### config.mk
export PLATFORM = sky130hd
export DESIGN_NAME = calc_result_unit
export DESIGN_NICKNAME = d
export VERILOG_FILES = /design/src/rtl/calc_pkg.sv /design/src/rtl/seq_multiplier.sv /design/src/rtl/calc_result_unit.sv
export SDC_FILE = /design/constraint.sdc
export NUM_CORES = 1
export LEC_CHECK = 0
export ABC_AREA = 1
export CELL_PAD_IN_SITES_DETAIL_PLACEMENT = 1
export CELL_PAD_IN_SITES_GLOBAL_PLACEMENT = 1
export CORE_MARGIN = 2
export CORE_UTILIZATION = 43
export CTS_CLUSTER_SIZE = 8
export DETAILED_ROUTE_END_ITERATION = 8
export PLACE_DENSITY = 0.83
export SYNTH_ARGS = -nofsm -noshare
export SYNTH_HDL_FRONTEND = slang
export SYNTH_SLANG_ARGS = --single-unit
### constraint.sdc
create_clock -name clk -period 2.4 [get_ports clk]
set_input_delay 0.6 -clock clk [delete_from_list [all_inputs] [get_ports clk]]
set_output_delay 0.6 -clock clk [all_outputs]
set_load 0.1 [all_outputs]
### src/rtl/calc_pkg.sv
// -----------------------------------------------------------------------------
// calc_pkg
// Shared types for the calculator result stage.
//   op_e    : operation encoding carried on the op port
//   state_e : control states of calc_result_unit
// -----------------------------------------------------------------------------
package calc_pkg;

   typedef enum logic [1:0] {
      ADD    = 2'b00,
      SUB    = 2'b01,
      MUL    = 2'b10,
      PASS_A = 2'b11
   } op_e;

   typedef enum logic [1:0] {
      IDLE = 2'b00,
      BUSY = 2'b01,
      FIX  = 2'b10
   } state_e;

endpackage : calc_pkg

### src/rtl/seq_multiplier.sv
// -----------------------------------------------------------------------------
// seq_multiplier
// Unsigned shift-add multiplier. It forms the product of two N-bit magnitudes in
// N iterations, one per clock.
//   clk, rst_n : clock, asynchronous active-low reset
//   start      : load a_mag/b_mag and begin iterating (ignored while running)
//   a_mag      : N-bit unsigned multiplicand
//   b_mag      : N-bit unsigned multiplier
//   done       : high during the last iteration; product is final after that edge
//   product    : 2N-bit unsigned product magnitude
// -----------------------------------------------------------------------------
module seq_multiplier #(
   parameter int N = 6
) (
   input  logic             clk,
   input  logic             rst_n,
   input  logic             start,
   input  logic [N-1:0]     a_mag,
   input  logic [N-1:0]     b_mag,
   output logic             done,
   output logic [2*N-1:0]   product
);

   localparam int CW = $clog2(N);
   localparam logic [CW-1:0] CNT_LAST = CW'(N - 1);

   logic             busy_q,   busy_d;
   logic [CW-1:0]    cnt_q,    cnt_d;
   logic [2*N-1:0]   mcand_q,  mcand_d;
   logic [N-1:0]     mplier_q, mplier_d;
   logic [2*N-1:0]   prod_q,   prod_d;

   assign done    = busy_q && (cnt_q == CNT_LAST);
   assign product = prod_q;

   // NOTE: every variable gets a default at the top of always_comb so that no
   // path leaves it unassigned, which would otherwise infer a latch.
   always_comb begin
      busy_d   = busy_q;
      cnt_d    = cnt_q;
      mcand_d  = mcand_q;
      mplier_d = mplier_q;
      prod_d   = prod_q;
      if (start && !busy_q) begin
         busy_d   = 1'b1;
         cnt_d    = '0;
         mcand_d  = {{N{1'b0}}, a_mag};
         mplier_d = b_mag;
         prod_d   = '0;
      end else if (busy_q) begin
         // One multiplier bit per cycle, LSB first; the multiplicand walks left.
         if (mplier_q[0]) begin
            prod_d = prod_q + mcand_q;
         end
         mcand_d  = mcand_q << 1;
         mplier_d = mplier_q >> 1;
         cnt_d    = cnt_q + CW'(1);
         if (cnt_q == CNT_LAST) begin
            busy_d = 1'b0;
         end
      end
   end

   // NOTE: sequential state uses non-blocking assignments only, so every flop
   // samples pre-edge values regardless of statement order. These are plain
   // registers rather than a memory array, so all of them are reset.
   always_ff @(posedge clk or negedge rst_n) begin
      if (!rst_n) begin
         busy_q   <= 1'b0;
         cnt_q    <= '0;
         mcand_q  <= '0;
         mplier_q <= '0;
         prod_q   <= '0;
      end else begin
         busy_q   <= busy_d;
         cnt_q    <= cnt_d;
         mcand_q  <= mcand_d;
         mplier_q <= mplier_d;
         prod_q   <= prod_d;
      end
   end

endmodule : seq_multiplier

### src/rtl/calc_result_unit.sv
// -----------------------------------------------------------------------------
// calc_result_unit
// Registered, handshaked result stage: ADD/SUB/PASS_A in one cycle, signed MUL
// through seq_multiplier in N+1 cycles. Produces overflow, zero and negative flags.
//   clk, rst_n          : clock, asynchronous active-low reset
//   in_valid / in_ready : upstream handshake for a, b, op
//   a, b                : N-bit two's complement operands
//   op                  : 00 ADD, 01 SUB, 10 MUL, 11 PASS_A
//   out_valid/out_ready : downstream handshake for res and the flags
//   res                 : N-bit truncated result
//   ovf, zero, neg      : signed overflow, res == 0, res sign bit
// -----------------------------------------------------------------------------
module calc_result_unit
   import calc_pkg::*;
#(
   parameter int N = 6
) (
   input  logic          clk,
   input  logic          rst_n,
   input  logic          in_valid,
   output logic          in_ready,
   input  logic [N-1:0]  a,
   input  logic [N-1:0]  b,
   input  logic [1:0]    op,
   output logic          out_valid,
   input  logic          out_ready,
   output logic [N-1:0]  res,
   output logic          ovf,
   output logic          zero,
   output logic          neg
);

   state_e           state_q, state_d;
   logic             sign_q, sign_d;
   logic             out_valid_q, out_valid_d;
   logic [N-1:0]     res_q, res_d;
   logic             ovf_q, ovf_d;
   logic             zero_q, zero_d;
   logic             neg_q, neg_d;

   logic             out_free, accept, mul_start, mul_done;
   logic [N-1:0]     a_mag, b_mag, sum, diff;
   logic [2*N-1:0]   prod_mag, prod_s;
   logic             prod_fits;
   logic             load;
   logic [N-1:0]     new_res;
   logic             new_ovf;

   // The output slot is free when empty or being consumed on this edge.
   assign out_free  = !out_valid_q || out_ready;
   assign in_ready  = (state_q == IDLE) && out_free;
   assign accept    = in_valid && in_ready;
   assign mul_start = accept && (op_e'(op) == MUL);

   // Unsigned magnitudes; the most negative value maps to 2^(N-1), which fits
   // because the magnitude is treated as unsigned.
   assign a_mag = a[N-1] ? -a : a;
   assign b_mag = b[N-1] ? -b : b;
   assign sum   = a + b;
   assign diff  = a - b;

   seq_multiplier #(.N(N)) u_mul (
      .clk     (clk),
      .rst_n   (rst_n),
      .start   (mul_start),
      .a_mag   (a_mag),
      .b_mag   (b_mag),
      .done    (mul_done),
      .product (prod_mag)
   );

   // Signed product fits in N bits when bits [2N-1:N-1] are all equal.
   assign prod_s    = sign_q ? -prod_mag : prod_mag;
   assign prod_fits = (&prod_s[2*N-1:N-1]) || !(|prod_s[2*N-1:N-1]);

   always_comb begin
      state_d = state_q;
      sign_d  = sign_q;
      load    = 1'b0;
      new_res = '0;
      new_ovf = 1'b0;
      unique case (state_q)
         IDLE: begin
            if (accept) begin
               unique case (op_e'(op))
                  ADD: begin
                     load    = 1'b1;
                     new_res = sum;
                     new_ovf = (a[N-1] == b[N-1]) && (sum[N-1] != a[N-1]);
                  end
                  SUB: begin
                     load    = 1'b1;
                     new_res = diff;
                     new_ovf = (a[N-1] != b[N-1]) && (diff[N-1] != a[N-1]);
                  end
                  PASS_A: begin
                     load    = 1'b1;
                     new_res = a;
                  end
                  MUL: begin
                     sign_d  = a[N-1] ^ b[N-1];
                     state_d = BUSY;
                  end
               endcase
            end
         end
         BUSY: begin
            if (mul_done) begin
               state_d = FIX;
            end
         end
         FIX: begin
            // Wait here rather than overwrite a result still held downstream.
            if (out_free) begin
               load    = 1'b1;
               new_res = prod_s[N-1:0];
               new_ovf = !prod_fits;
               state_d = IDLE;
            end
         end
         default: state_d = IDLE;
      endcase

      // A reload wins over a consume on the same edge, keeping out_valid high.
      out_valid_d = load ? 1'b1 : (out_ready ? 1'b0 : out_valid_q);
      res_d       = load ? new_res          : res_q;
      ovf_d       = load ? new_ovf          : ovf_q;
      zero_d      = load ? (new_res == '0)  : zero_q;
      neg_d       = load ? new_res[N-1]     : neg_q;
   end

   always_ff @(posedge clk or negedge rst_n) begin
      if (!rst_n) begin
         state_q     <= IDLE;
         sign_q      <= 1'b0;
         out_valid_q <= 1'b0;
         res_q       <= '0;
         ovf_q       <= 1'b0;
         zero_q      <= 1'b1;
         neg_q       <= 1'b0;
      end else begin
         state_q     <= state_d;
         sign_q      <= sign_d;
         out_valid_q <= out_valid_d;
         res_q       <= res_d;
         ovf_q       <= ovf_d;
         zero_q      <= zero_d;
         neg_q       <= neg_d;
      end
   end

   assign out_valid = out_valid_q;
   assign res       = res_q;
   assign ovf       = ovf_q;
   assign zero      = zero_q;
   assign neg       = neg_q;

endmodule : calc_result_unit

Word level (Yosys, flattened, before mapping)
Index checks and enable logic that the tools add are counted.

cells by class
  add/subtract/negate cells = 7
  multiply operators = 0
  div/mod/pow operators = 0
  order comparisons = 0
  equal/unequal tests = 14
  shift-type cells = 0
  multiplexer cells = 34
  bitwise logic cells = 1
  reductions and logical operators = 25

operators with widths
  operator                                              number
  two-way mux 12 bit                                    6
  two-way mux 6 bit                                     6
  case mux 6 bit (3 select lines)                       1
  adder 12 bit                                          1
  negator 12 bit                                        1
  negator 6 bit                                         2
  case mux 6 bit (2 select lines)                       1
  two-way mux 1 bit                                     10
  two-way mux 2 bit                                     4
  logical AND 1 bit                                     7
  AND reduction 7 bit                                   1
  OR reduction 7 bit                                    1
  adder 6 bit                                           1
  equality test 2 bit (second input constant)           3
  zero test 6 bit                                       1
  two-way mux 3 bit                                     2
  != test 2 bit (second input constant)                 3
  case mux 1 bit (2 select lines)                       3
  case mux 2 bit (3 select lines)                       1
  nonzero test 2 bit                                    3
  subtractor 6 bit                                      1
  equality test 2 x 1 -> 1 bit (second input constant)  2
  zero test 1 bit                                       4
  zero test 2 bit                                       2
  other kinds (11)                                      14

word-level totals
  flip-flop bits (word level) = 47
  bits in latches = 0
  memory bits (writable) = 0
  ROM bits = 0
  input port bits = 18
  output and inout port bits = 11
  word-level logic and storage cells = 93
  memories kept = 0

Depth between registers and ports, before layout
  depth in word-level cells = 8
  mapped depth = 14

Hierarchy
From an unflattened synthesis, not the netlist that was laid out.

second synthesis, totals
  cells, all modules = 559
  area total of the unflattened synthesis = 3777.4 um^2

modules (own cells, without submodules)
  module            times used  cells an instance  area each (um^2)
  seq_multiplier    1           258                1986.9
  calc_result_unit  1           301                1790.5

Worst setup path before layout
OpenSTA, ideal clock, no wires.

  path kind = reg2out
  start point = register out_valid_q, in the netlist out_valid
  end point = output in_ready
  data arrival time = 3.147 ns
  required time = 1.800 ns
  slack = -1.347 ns
  cell stages (with the launch flop) = 4
  path buffers = 0
  cell sequence = dfrtp_1 nand2_1 inv_1 nor3_1

on the way
  longest elaborated chain between the ends = 3

ends and longest elaborated chain
  what                    RTL line                 RTL
  from (decl)             calc_result_unit.sv:35   logic out_valid_q, out_valid_d;
  from (signal assigned)  calc_result_unit.sv:144  out_valid_q <= out_valid_d;
  zero test 1 bit         calc_result_unit.sv:50   assign out_free = !out_valid_q || out_ready;
  logical OR 1 bit        calc_result_unit.sv:50
  logical AND 1 bit       calc_result_unit.sv:51   assign in_ready = (state_q == IDLE) && out_free;
  to (decl)               calc_result_unit.sv:21   output logic in_ready,

Every way passes these cells.

Worst setup path after layout
  start point = input b[3]
  end point = register zero_q, in the netlist zero

on the way
  longest elaborated chain between the ends = 5

ends and longest elaborated chain
  what                                             RTL line                                        RTL
  from (decl)                                      calc_result_unit.sv:23                          input logic [N-1:0] b,
  subtractor 6 bit or adder 6 bit (tied branches)  calc_result_unit.sv:60, calc_result_unit.sv:59
  case mux 6 bit (3 select lines) (*)              calc_result_unit.sv:85                          unique case (op_e'(op))
  two-way mux 6 bit (*)                            calc_result_unit.sv:84                          if (accept) begin
  case mux 6 bit (2 select lines) (*)              calc_result_unit.sv:82                          unique case (state_q)
  zero test 6 bit (*)                              calc_result_unit.sv:128                         zero_d = load ? (new_res == '0) : zero_q;
  to (signal assigned)                             calc_result_unit.sv:147                         zero_q <= zero_d;
  to (decl)                                        calc_result_unit.sv:38                          logic zero_q, zero_d;

Mark *: on every way between the ends. The rest lies on a longest branch, timed or not.
A chain may end at the register's enable or synchronous reset.

==> summary.md <==
| Metric | Value |
|---|---|
| Wire per inst | 16.5 µm |
| Fin Hold WS | 0.271 ns |
| CTS sink count | 46 |
| Fraction of layout instances using a drive strength above 1 | 19.3% |
| Compound-cell area share of the yosys netlist | 15.2% |
| Sw Pwr | 2690 µW |
| Final min period | 2.32 ns |
| Worst Path Arrival | 2.59 ns |
| Worst-path clk slew | 0.10 ns |
| Worst R2R End | u_mul.product[8] |
| Synth Register Bits | 46 |
| Mux share of post-synthesis cell area | 0% |
| CP max FO | 5 |
| Pin count of the biggest net entering global routing | 25 |
| Max VDD drop | 448 µV |
| Met3 wire len | 313 µm |
| CP Data Required Time | 2.66 ns |
| Cell depth of the worst flop-to-flop path | 8 |
| Post-synthesis simple-gate area fraction | 29.6% |
| Critical path class | input pin to register |
| Antenna violation net count after detailed routing | 0 |
| Global route overflow | 0 |
| Hold Violations, Final | 0 |
| Vias in the first global route | 3800 |
| Worst r2r src | u_mul.product[0] |
| Clk_lat worst skew | 0.32 ns |
| Logic pwr share | 60.8% |
| Initial antenna violation count | 0 |
| # IOs | 29 |
| Area of the core | 0.00813 mm² |
| Adder-cell area share of the yosys netlist | 10.7% |
| RD Place Congestion | 0.891 |
| Clock power frac | 10.9% |
| Die area | 0.00910 mm² |
| Worst setup EP type | register |
| Initial Utilization | 44.1% |
| Number of flops mapped to enable cells by yosys | 0 |
| Net Count, Synth | 552 |
| Clock buffer depth | 2 |
| Placed Area | 0.00425 mm² |
| Iter 0 DRT Violations | 127 |
| Final Max Slew Viols | 0 |
| Leakage dissipation | 0.00235 µW |
| YS warnings | 0 |
| Power share of the sequential group | 28.3% |
| DR WL met2 | 5750 µm |
| Synth Cell Area | 0.00359 mm² |
| Worst setup SP type | input pin |
| Distinct cells, synth | 38 |
| Vias post-DR | 3685 |
| Post-Synth XOR/XNOR Area | 2.68% |
| Max Used Layer | met4 |
| Post-synth top cells | nand2_1, inv_1, nand3_1 |
| Reg2Reg Setup Slack | 0.15 ns |
| Slew margin rel. | 61.1% |
| Net Sw Frac | 54.4% |
| Most common cell in the netlist | nand2_1 |
| M1 wire length | 5030 µm |
| Num rows | 33 |
| Leading area contributor after synthesis | dfrtp_1 |
| Clock root buffer | clkbuf_8 |
| Run status | complete, no violations |
| Hold crit path type | input pin to async pin |
| Inserted Diodes | 0 |
| DRC viols | 0 |
| H-tree levels | 2 |
| Endpoints failing setup | 0 |
| DRT Pass-1 Iters | 4 |
| Height of the chip | 95.4 µm |
| Hold_buf cts | 0 |
| Top cells by area, synth | dfrtp_1, nand2_1, ha_1, inv_1, nand3_1 |
| Mean number of vias per cell | 5.39 |
| Synth Instances | 505 |
| Die width | 95.4 µm |
| Footprint of the multi-input gates | 0.00217 mm² |
| Register area | 0.00115 mm² |
| Buffers added on ports | 28 |
| Sequential area share after synthesis | 32.1% |
| Total length of routed wires | 11300 µm |
| Ys async rst share | 100% |
| Post-synth top flop | dfrtp_1 |
| Average cell area after synthesis | 7.11 µm² |
| CTS tree | built |
| Total track usage | 25.2% |
| Fill count | 1040 |
| Clock skew | 0.00796 ns |
| Pwr dens | 1110 mW/mm² |
| First-pass GRT wire length | 17900 µm |
| NumNets Final | 625 |
| Final worst-path cycle share | 96.8% |
| Slew @ Worst Pin | 0.583 ns |
| MaxCap Viol Count | 0 |
| Dpl hpwl | 8940 µm |
| Combinational family with the most area after synthesis | simple AND/OR/NAND/NOR gates |
| Max Clk Rate | 0.430 GHz |
| Yosys top cell area share | 31.4% |
| CTS Buf Count | 5 |
| Int Pwr | 2260 µW |
| Post-route cell area | 0.00446 mm² |
| Area Overhead vs Synth | 24.1% |
==> cell usage in the layout (no fill, tap or decap), types with 2 or more instances in the layout <==
master and instances:
nand2_1 137, inv_1 72, buf_4 55, nand3_1 48, dfrtp_1 44, nor2_1 36, o21ai_0 22, ha_1 22
a21oi_1 20, clkdlybuf4s50_1 12, xor2_1 10, nor2_2 9, o22ai_1 9, o21ai_2 8, o221ai_1 7, nand4_1 6
inv_2 5, o211ai_1 5, clkbuf_8 5, dlymetal6s2s_1 4, nand3_2 3, a31oi_1 3, a21oi_2 3, o22ai_2 3
nand2_2 2, nor2_4 2, nor3_1 2, fa_2 2, ha_4 2, ha_2 2
==> final cells by class <==
cell class / instances / share of cell area [%]
timing repair buffer: 73 / 13.6
clock inverter: 3 / 0.646
multi-input combinational: 374 / 48.7
clock buffer: 5 / 1.54
inverter: 78 / 6.63
tap: 105 / 2.95
sequential: 46 / 25.9
==> metrics by stage <==
step / setup slack, ns / std cells / TNS (ns) / util, % / total power (µW)
6_report: 0.0759 / 684 / 0 / 54.8 / 4950
5_1_grt: -0.0160 / 684 / -0.0271 / 54.8 / 5340
4_1_cts: 0.00288 / 683 / 0 / 54.0 / 4940
3_5_place_dp: -0.370 / 672 / -1.45 / 52.3 / 4360
3_3_place_gp: -0.232 / 672 / -0.732 / 52.3 / 4200
2_1_floorplan: 0.0868 / 505 / 0 / - / 3530
==> critical path, cell delays in order <==
cell             delay [ns]
clkdlybuf4s50_1        0.48
inv_1                  0.06
ha_2                   0.38
inv_1                  0.10
a21oi_2                0.19
nand3_1                0.12
nand3_2                0.11
nand3_1                0.10
nand2_1                0.11
nand3_1                0.10
nor2_1                 0.12
nand2_1                0.05
nand2_1                0.06
==> routing by layer <==
layer  GRT usage, %  up-vias
li1               -     1804
met1           31.6     1796
met2           45.8       65
met3           2.85       20
met4           6.31        0
met5              0        -
==> state kept, by name, summed over array words and instances (netlist names), 2 cells and up <==
register	cells
state_q	2
u_mul.mplier_q	6
u_mul.product	12
u_mul.mcand_q	12
res	6
u_mul.cnt_q	3
==> timing repair <==
item                                    4_1_cts  5_1_grt
endpoints found under the setup margin        1        5
cloned                                        0        0
endpoints found under the hold margin         0        0
pin swaps                                     2        4
resized for setup                             6       17
setup buffers                                 3        1
==> power groups by stage <==
| stage | Clock, µW | Sequential, µW | Combinational [µW] |
|---|---|---|---|
| floorplan | 0 | 1780 | 1750 |
| global route | 580 | 1440 | 3320 |
| finish | 542 | 1400 | 3010 |
| global placement | 0 | 1380 | 2820 |
| detailed placement | 0 | 1410 | 2950 |
| CTS | 551 | 1400 | 2990 |
==> cell families after synthesis <==
| kind of cell | count (synthesis) |
|---|---|
| xor gates and xnor gates | 11 |
| adders and majority gates | 29 |
| AOI/OAI and AO/OA | 86 |
| DFF | 46 |
| and+or+nand+nor | 248 |
| buffers and inverters | 85 |
==> worst max path at each step <==
stage | endpoint | from
final | zero | b[3]
after global placement | zero | a[0]
after detailed placement | zero | a[0]
after CTS | zero | a[0]
after global routing | ovf | b[2]
after floorplan | in_ready | out_valid
No activity file was read; power rests on OpenSTA's default activity.
